[config.mk]
export PLATFORM = sky130hd
export DESIGN_NAME = regfile_16x64_flat
export DESIGN_NICKNAME = d
export VERILOG_FILES = /design/src/rtl/regfile_16x64_pkg.sv /design/src/rtl/regfile_16x64_if.sv /design/src/rtl/regfile_16x64_rdport.sv /design/src/rtl/regfile_16x64.sv /design/src/flat_wrapper.sv
export SDC_FILE = /design/constraint.sdc
export NUM_CORES = 2
export LEC_CHECK = 0
export ABC_AREA = 1
export ABC_CLOCK_PERIOD_IN_PS = 1860
export BUFFER_PORTS_ARGS = -buffer_cell sky130_fd_sc_hd__buf_2
export CORE_ASPECT_RATIO = 0.7
export CORE_UTILIZATION = 26
export DETAILED_ROUTE_END_ITERATION = 6
export PLACE_DENSITY = 0.45
export SKIP_CTS_REPAIR_TIMING = 1
export SLEW_MARGIN = 20
export SYNTH_ARGS = -nofsm -noshare
export SYNTH_HDL_FRONTEND = slang
export SYNTH_SLANG_ARGS = --single-unit
[constraint.sdc]
create_clock -name clock -period 1.86 [get_ports clock]
set_input_delay 0.279 -clock clock [delete_from_list [all_inputs] [get_ports clock]]
set_output_delay 0.279 -clock clock [all_outputs]
set_load 0.1 [all_outputs]
[src/rtl/regfile_16x64_pkg.sv]
`default_nettype none
// ============================================================================
//  Module   : regbank_pkg
//  Purpose  : Shared sizes, write-lane encodings and lane-merge helper for
//             the 16 x 64 register bank.
//  Contents : W, NREG, SELW, WR_* lane modes, word_t, lane_merge()
//  Revision : 1.0  initial release
// ============================================================================
package regbank_pkg;

  localparam int W    = 64;
  localparam int NREG = 16;
  localparam int SELW = 4;

  // endwreg lane modes
  localparam logic [1:0] WR_FULL = 2'b00;
  localparam logic [1:0] WR_LO32 = 2'b01;
  localparam logic [1:0] WR_HI32 = 2'b10;
  localparam logic [1:0] WR_LO16 = 2'b11;

  typedef logic [W-1:0]    word_t;
  typedef logic [SELW-1:0] sel_t;

  // Bits set in the mask take the new data, the rest keep the old word.
  function automatic word_t lane_merge(word_t old_word, word_t new_data,
                                       logic [1:0] mode);
    word_t mask;
    case (mode)
      WR_FULL: mask = {W{1'b1}};
      WR_LO32: mask = {{(W-32){1'b0}}, {32{1'b1}}};
      WR_HI32: mask = {{(W-32){1'b1}}, {32{1'b0}}};
      default: mask = {{(W-16){1'b0}}, {16{1'b1}}};
    endcase
    return (old_word & ~mask) | (new_data & mask);
  endfunction

endpackage
`default_nettype wire

[src/rtl/regfile_16x64_if.sv]
`default_nettype none
// ============================================================================
//  Module   : regfile_16x64_if
//  Purpose  : Write/read bus of the register bank.
//  Signals  : regwen, inA, selwreg, endwreg      write port
//             seloutA/B, cnstA/B, enrregA/B      read-port controls
//             outA, outB                          registered read data
//  Modports : master (drives controls, receives data), slave (the bank)
//  Revision : 1.0  initial release
// ============================================================================
interface regfile_16x64_if;
  import regbank_pkg::*;

  logic       regwen;
  word_t      inA;
  sel_t       selwreg;
  logic [1:0] endwreg;
  sel_t       seloutA;
  sel_t       seloutB;
  logic       cnstA;
  logic       cnstB;
  logic       enrregA;
  logic       enrregB;
  word_t      outA;
  word_t      outB;

  modport master (
    output regwen, inA, selwreg, endwreg,
    output seloutA, seloutB, cnstA, cnstB, enrregA, enrregB,
    input  outA, outB
  );

  modport slave (
    input  regwen, inA, selwreg, endwreg,
    input  seloutA, seloutB, cnstA, cnstB, enrregA, enrregB,
    output outA, outB
  );

endinterface
`default_nettype wire

[src/rtl/regfile_16x64_rdport.sv]
`default_nettype none
// ============================================================================
//  Module   : regbank_rdport
//  Purpose  : One read port: register select, constant substitution and an
//             enable-gated output register.
//  Ports    : clock, reset     clock / synchronous active-high reset
//             i_mem            current register contents
//             i_sel            read index
//             i_cnst           substitute CONST for the register value
//             i_en             output register load enable
//             o_out            registered read data
//  Revision : 1.0  initial release
// ============================================================================
module regbank_rdport
  import regbank_pkg::*;
#(
  parameter word_t CONST = '0
) (
  input  wire logic  clock,
  input  wire logic  reset,
  input  wire word_t i_mem [NREG],
  input  wire sel_t  i_sel,
  input  wire logic  i_cnst,
  input  wire logic  i_en,
  output word_t      o_out
);

  word_t w_next;
  word_t r_out;

  always_comb begin
    w_next = i_cnst ? CONST : i_mem[i_sel];
  end

  // i_mem is the pre-edge array, so a same-edge write is not visible here.
  always_ff @(posedge clock) begin
    if (reset) begin
      r_out <= '0;
    end else if (i_en) begin
      r_out <= w_next;
    end
  end

  assign o_out = r_out;

endmodule
`default_nettype wire

[src/rtl/regfile_16x64.sv]
`default_nettype none
// ============================================================================
//  Module   : regfile_16x64
//  Purpose  : 16-entry x 64-bit register bank, one lane-masked write port and
//             two registered read ports (ALU operand sources A and B).
//  Ports    : clock            rising-edge clock
//             reset            synchronous active-high reset (clears all)
//             bus (slave)      write port, read controls, outA/outB
//  Params   : CONST_A/CONST_B  value loaded when cnstA/cnstB is asserted
//  Revision : 1.0  initial release
// ============================================================================
module regfile_16x64
  import regbank_pkg::*;
#(
  parameter word_t CONST_A = '0,
  parameter word_t CONST_B = '0
) (
  input  wire logic      clock,
  input  wire logic      reset,
  regfile_16x64_if.slave bus
);

  word_t r_mem [NREG];
  word_t w_out_a;
  word_t w_out_b;

  always_ff @(posedge clock) begin
    if (reset) begin
      for (int i = 0; i < NREG; i++) begin
        r_mem[i] <= '0;
      end
    end else if (bus.regwen) begin
      r_mem[bus.selwreg] <= lane_merge(r_mem[bus.selwreg], bus.inA, bus.endwreg);
    end
  end

  regbank_rdport #(.CONST(CONST_A)) u_rdport_a (
    .clock  (clock),
    .reset  (reset),
    .i_mem  (r_mem),
    .i_sel  (bus.seloutA),
    .i_cnst (bus.cnstA),
    .i_en   (bus.enrregA),
    .o_out  (w_out_a)
  );

  regbank_rdport #(.CONST(CONST_B)) u_rdport_b (
    .clock  (clock),
    .reset  (reset),
    .i_mem  (r_mem),
    .i_sel  (bus.seloutB),
    .i_cnst (bus.cnstB),
    .i_en   (bus.enrregB),
    .o_out  (w_out_b)
  );

  assign bus.outA = w_out_a;
  assign bus.outB = w_out_b;

endmodule
`default_nettype wire

[src/flat_wrapper.sv]
// flat-port wrapper written by rule: the top's interface ports become plain ports
module regfile_16x64_flat import regbank_pkg::*;
#(
  parameter word_t CONST_A = '0,
  parameter word_t CONST_B = '0
)
  (clock, reset, bus_regwen, bus_inA, bus_selwreg, bus_endwreg, bus_seloutA, bus_seloutB, bus_cnstA, bus_cnstB, bus_enrregA, bus_enrregB, bus_outA, bus_outB);
  regfile_16x64_if bus_i ();
  input  wire logic clock;
  input  wire logic reset;
  input wire logic [$bits(bus_i.regwen)-1:0] bus_regwen;
  input wire logic [$bits(bus_i.inA)-1:0] bus_inA;
  input wire logic [$bits(bus_i.selwreg)-1:0] bus_selwreg;
  input wire logic [$bits(bus_i.endwreg)-1:0] bus_endwreg;
  input wire logic [$bits(bus_i.seloutA)-1:0] bus_seloutA;
  input wire logic [$bits(bus_i.seloutB)-1:0] bus_seloutB;
  input wire logic [$bits(bus_i.cnstA)-1:0] bus_cnstA;
  input wire logic [$bits(bus_i.cnstB)-1:0] bus_cnstB;
  input wire logic [$bits(bus_i.enrregA)-1:0] bus_enrregA;
  input wire logic [$bits(bus_i.enrregB)-1:0] bus_enrregB;
  output wire logic [$bits(bus_i.outA)-1:0] bus_outA;
  output wire logic [$bits(bus_i.outB)-1:0] bus_outB;
  assign bus_i.regwen = bus_regwen;
  assign bus_i.inA = bus_inA;
  assign bus_i.selwreg = bus_selwreg;
  assign bus_i.endwreg = bus_endwreg;
  assign bus_i.seloutA = bus_seloutA;
  assign bus_i.seloutB = bus_seloutB;
  assign bus_i.cnstA = bus_cnstA;
  assign bus_i.cnstB = bus_cnstB;
  assign bus_i.enrregA = bus_enrregA;
  assign bus_i.enrregB = bus_enrregB;
  assign bus_outA = bus_i.outA;
  assign bus_outB = bus_i.outB;
  regfile_16x64 #(.CONST_A(CONST_A), .CONST_B(CONST_B)) u_core (.clock(clock), .reset(reset), .bus(bus_i));
endmodule
==> flow_metrics.env <==
export IMPL_cp_top_family="flip-flops"
export IMPL_p_leak_nw=36.3
export IMPL_grtUsageTotal_pct=24.4
export IMPL_use_met2_pct=37.7
export IMPL_clock_latency_ns=0.83
export IMPL_max_freq_ghz=0.557
export IMPL_finalSetupViolCount=0
export IMPL_root_buffer="clkbuf_16"
export IMPL_postRouteAntennaNets=0
export IMPL_antenna_found_initial=10
export IMPL_numCtsBuffers=141
export IMPL_finalSetupTns_ns=0
export IMPL_cp_end_kind="output port"
export IMPL_n_fill_cell=28500
export IMPL_clockBufferDepth=4
export IMPL_critPathKind="flip-flop to output port"
export IMPL_syn_area_mm2=0.0694
export IMPL_critical_path_max_stage_delay_ns=0.37
export IMPL_drc=1
export IMPL_regToRegStartpoint="u_core.r_mem[449]"
export IMPL_cts_tree="done"
export IMPL_synth_cell_types=23
export IMPL_cp_max_fo=2
export IMPL_final_hold_viol_count=0
export IMPL_ys_seq_area_share_pct=33.2
export IMPL_syn_avg_cell_area_um2=6.18
export IMPL_crit_buf_inv=1
export IMPL_r2r_slack_ns=0.17
export IMPL_crit_chain="buf_4"
export IMPL_worst_slew_margin_rel_pct=45.4
export IMPL_slew_viol_final=0
export IMPL_fin_nets=11300
export IMPL_row_count=158
export IMPL_ys_warn_count=0
export IMPL_die_h_um=434
export IMPL_hold_path_class="input port to flip-flop"
export IMPL_run_status="finished, violations left"
export IMPL_worstPathArrival_ns=1.51
export IMPL_wl_per_cell_um=22.9
export IMPL_viasPerCell=5.32
export IMPL_syn_inst=11200
export IMPL_whs_endpoint="u_core.r_mem[474]"
export IMPL_routed_wl_um=340000
export IMPL_stdcell_area_mm2=0.0852
export IMPL_grt_util_met3_pct=3.35
export IMPL_dr_total_vias=79100
export IMPL_startpoint_type="flip-flop"
export IMPL_drt_iter0_markers=9541
export IMPL_syn_to_final_growth_pct=22.7
export IMPL_r2r_cells=8
export IMPL_p_total_w=0.0663
export IMPL_core_area_mm2=0.265
export IMPL_stdcell_count=14900
export IMPL_placed_cells=14600
export IMPL_reg2reg_to="u_core.r_mem[385]"
export IMPL_ctsHtreeMaxLevel=4
export IMPL_start_util_pct=26.2
export IMPL_multiInputGateArea_mm2=0.0392
export IMPL_hold_depth=4
export IMPL_finClkSkew_ns=0.0364
export IMPL_powerDensity_mw_per_mm2=779
export IMPL_grt_pass1_wl_um=497000
export IMPL_cts_sinks=1152
export IMPL_postSynthNetCount=11300
export IMPL_cap_violations=0
export IMPL_first_pass_iters=7
export IMPL_grt_max_degree=129
export IMPL_grtUsageMet1_pct=34.7
export IMPL_grt_pass1_vias=72700
export IMPL_top_usage_layer="met2"
export IMPL_period_needed_ns=1.79
export IMPL_ys_ff_latch=1152
export IMPL_min_from="bus_inA[26]"
export IMPL_die_area_mm2=0.269
export IMPL_grt_overflow_total=0
export IMPL_grt_setup_unrepaired="no"
export IMPL_whs_ns=0.0209
export IMPL_dp_hpwl_um=221000
export IMPL_violations="design-rule violations"
export IMPL_boundaryPins=213
export IMPL_cp_required_ns=1.58
export IMPL_drive_gt1_share_pct=11.0
export IMPL_io_buffer_count=212
export IMPL_fp_dieW_um=620
export IMPL_worstMarginPinSlew_ns=0.818
export IMPL_placed_area_mm2=0.0803
export IMPL_critPathSlowestCell="dfxtp_1"
export IMPL_routabilityCongestion=0.868
export IMPL_ir_drop_uv=685
export IMPL_ff_latch_area_mm2=0.0231
export IMPL_clk_pin_slew_ns=0.07
export IMPL_final_min_period_over_clock_period_pct=96.4
==> tightest hold or removal path: cells and delay by family <==
family                 cells  cell delay, ns
buffers and inverters      1            0.08
AND/OR/NAND/NOR            1            0.03
AO/OA/AOI/OAI              2            0.41
==> metal layers <==
layer	up-vias	routed length [µm]
met5	-	13
met4	2	11400
met3	687	26700
met2	3833	146000
met1	37100	156000
li1	37500	-
==> registers in the layout (all words and copies together) (netlist names) <==
name,cells
u_core.u_rdport_a.o_out,64
u_core.u_rdport_b.o_out,64
u_core.r_mem,1024
==> synth_stat cells, drive strengths merged <==
cell type	instances	area share (%)
a21oi	1280	9.2
buf	392	3.2
clkbuf	676	3.7
clkinv	4	0.022
dfxtp	1152	33
inv	670	3.6
nand2	3801	21
nand3	1156	8.4
nor2	197	1.1
o211ai	640	6.9
o21ai	1206	8.7
o21bai	64	1.4
==> logic make-up (layout without fill, tap and decap cells) <==
group / after synthesis / after routing / share of synthesized area [%]
and+or+nand+nor: 5154 / 5154 / 30.0
AOI/OAI and AO/OA: 3190 / 3190 / 26.2
buffers and inverters: 1742 / 1842 / 10.5
DFF: 1152 / 1152 / 33.2
other: 0 / 2 / 0
==> area by class of cell <==
| class | count | area share, % |
|---|---|---|
| Antenna cell | 2 | 0.00587 |
| Tap cell | 3520 | 5.17 |
| Clock inverter | 31 | 0.398 |
| Multi-Input combinational cell | 8344 | 46.0 |
| Sequential cell | 1152 | 27.1 |
| Inverter | 674 | 3.08 |
| Timing Repair Buffer | 931 | 13.3 |
| Clock buffer | 206 | 4.94 |
==> where the power goes <==
| group | switching [W] | leakage [nW] | internal, W |
|---|---|---|---|
| combinational | 0.00818 | 24.7 | 0.00382 |
| clock | 0.0120 | 2.25 | 0.0166 |
| sequential | 0.000484 | 9.33 | 0.0253 |
| total | 0.0206 | 36.3 | 0.0457 |
==> cell usage in the layout, fill, tap and decap left out, types with 2 or more instances in the layout <==
cell type / netlist / layout
nand2_1: 3800 / 3800
a21oi_1: 1280 / 1280
nand3_1: 1153 / 1153
dfxtp_1: 1152 / 1152
o21ai_0: 1078 / 1078
inv_1: 662 / 658
o211ai_1: 640 / 640
buf_4: 84 / 368
buf_12: 0 / 357
nor2_1: 196 / 176
clkbuf_16: 0 / 147
o21ai_1: 128 / 128
clkbuf_4: 0 / 121
buf_2: 199 / 72
o21bai_4: 32 / 34
clkbuf_8: 0 / 33
o21bai_2: 32 / 30
clkbuf_1: 676 / 28
nor2_4: 0 / 21
clkinv_2: 0 / 21
bufinv_16: 0 / 7
inv_8: 0 / 6
inv_4: 1 / 6
buf_8: 0 / 6
inv_6: 0 / 4
buf_6: 28 / 3
diode_2: 0 / 2
nand3_2: 2 / 2
clkinvlp_4: 0 / 2
dlygate4sd3_1: 0 / 2
==> stage by stage <==
step | util [%] | setup WS [ns]
4_1_cts | 32.0 | -0.137
3_3_place_gp | 30.3 | -0.463
2_1_floorplan | - | 0.136
5_1_grt | 32.1 | 0.00635
3_5_place_dp | 30.3 | -0.456
6_report | 32.1 | 0.0661
==> worst max-delay path by stage <==
stage                                            from           endpoint  slack (ns)  cells past startpoint
after global routing      u_core.u_rdport_b.o_out[63]       bus_outB[63]       0.006                      1
after global placement                 bus_selwreg[0]  u_core.r_mem[162]       -0.46                     10
final                     u_core.u_rdport_a.o_out[44]       bus_outA[44]        0.07                      1
after CTS                 u_core.u_rdport_b.o_out[63]       bus_outB[63]       -0.14                      1
after detailed placement               bus_selwreg[0]  u_core.r_mem[787]       -0.46                     10
after floorplan                        bus_selwreg[0]  u_core.r_mem[342]        0.14                     13
Power figures use the tool's default switching activity.
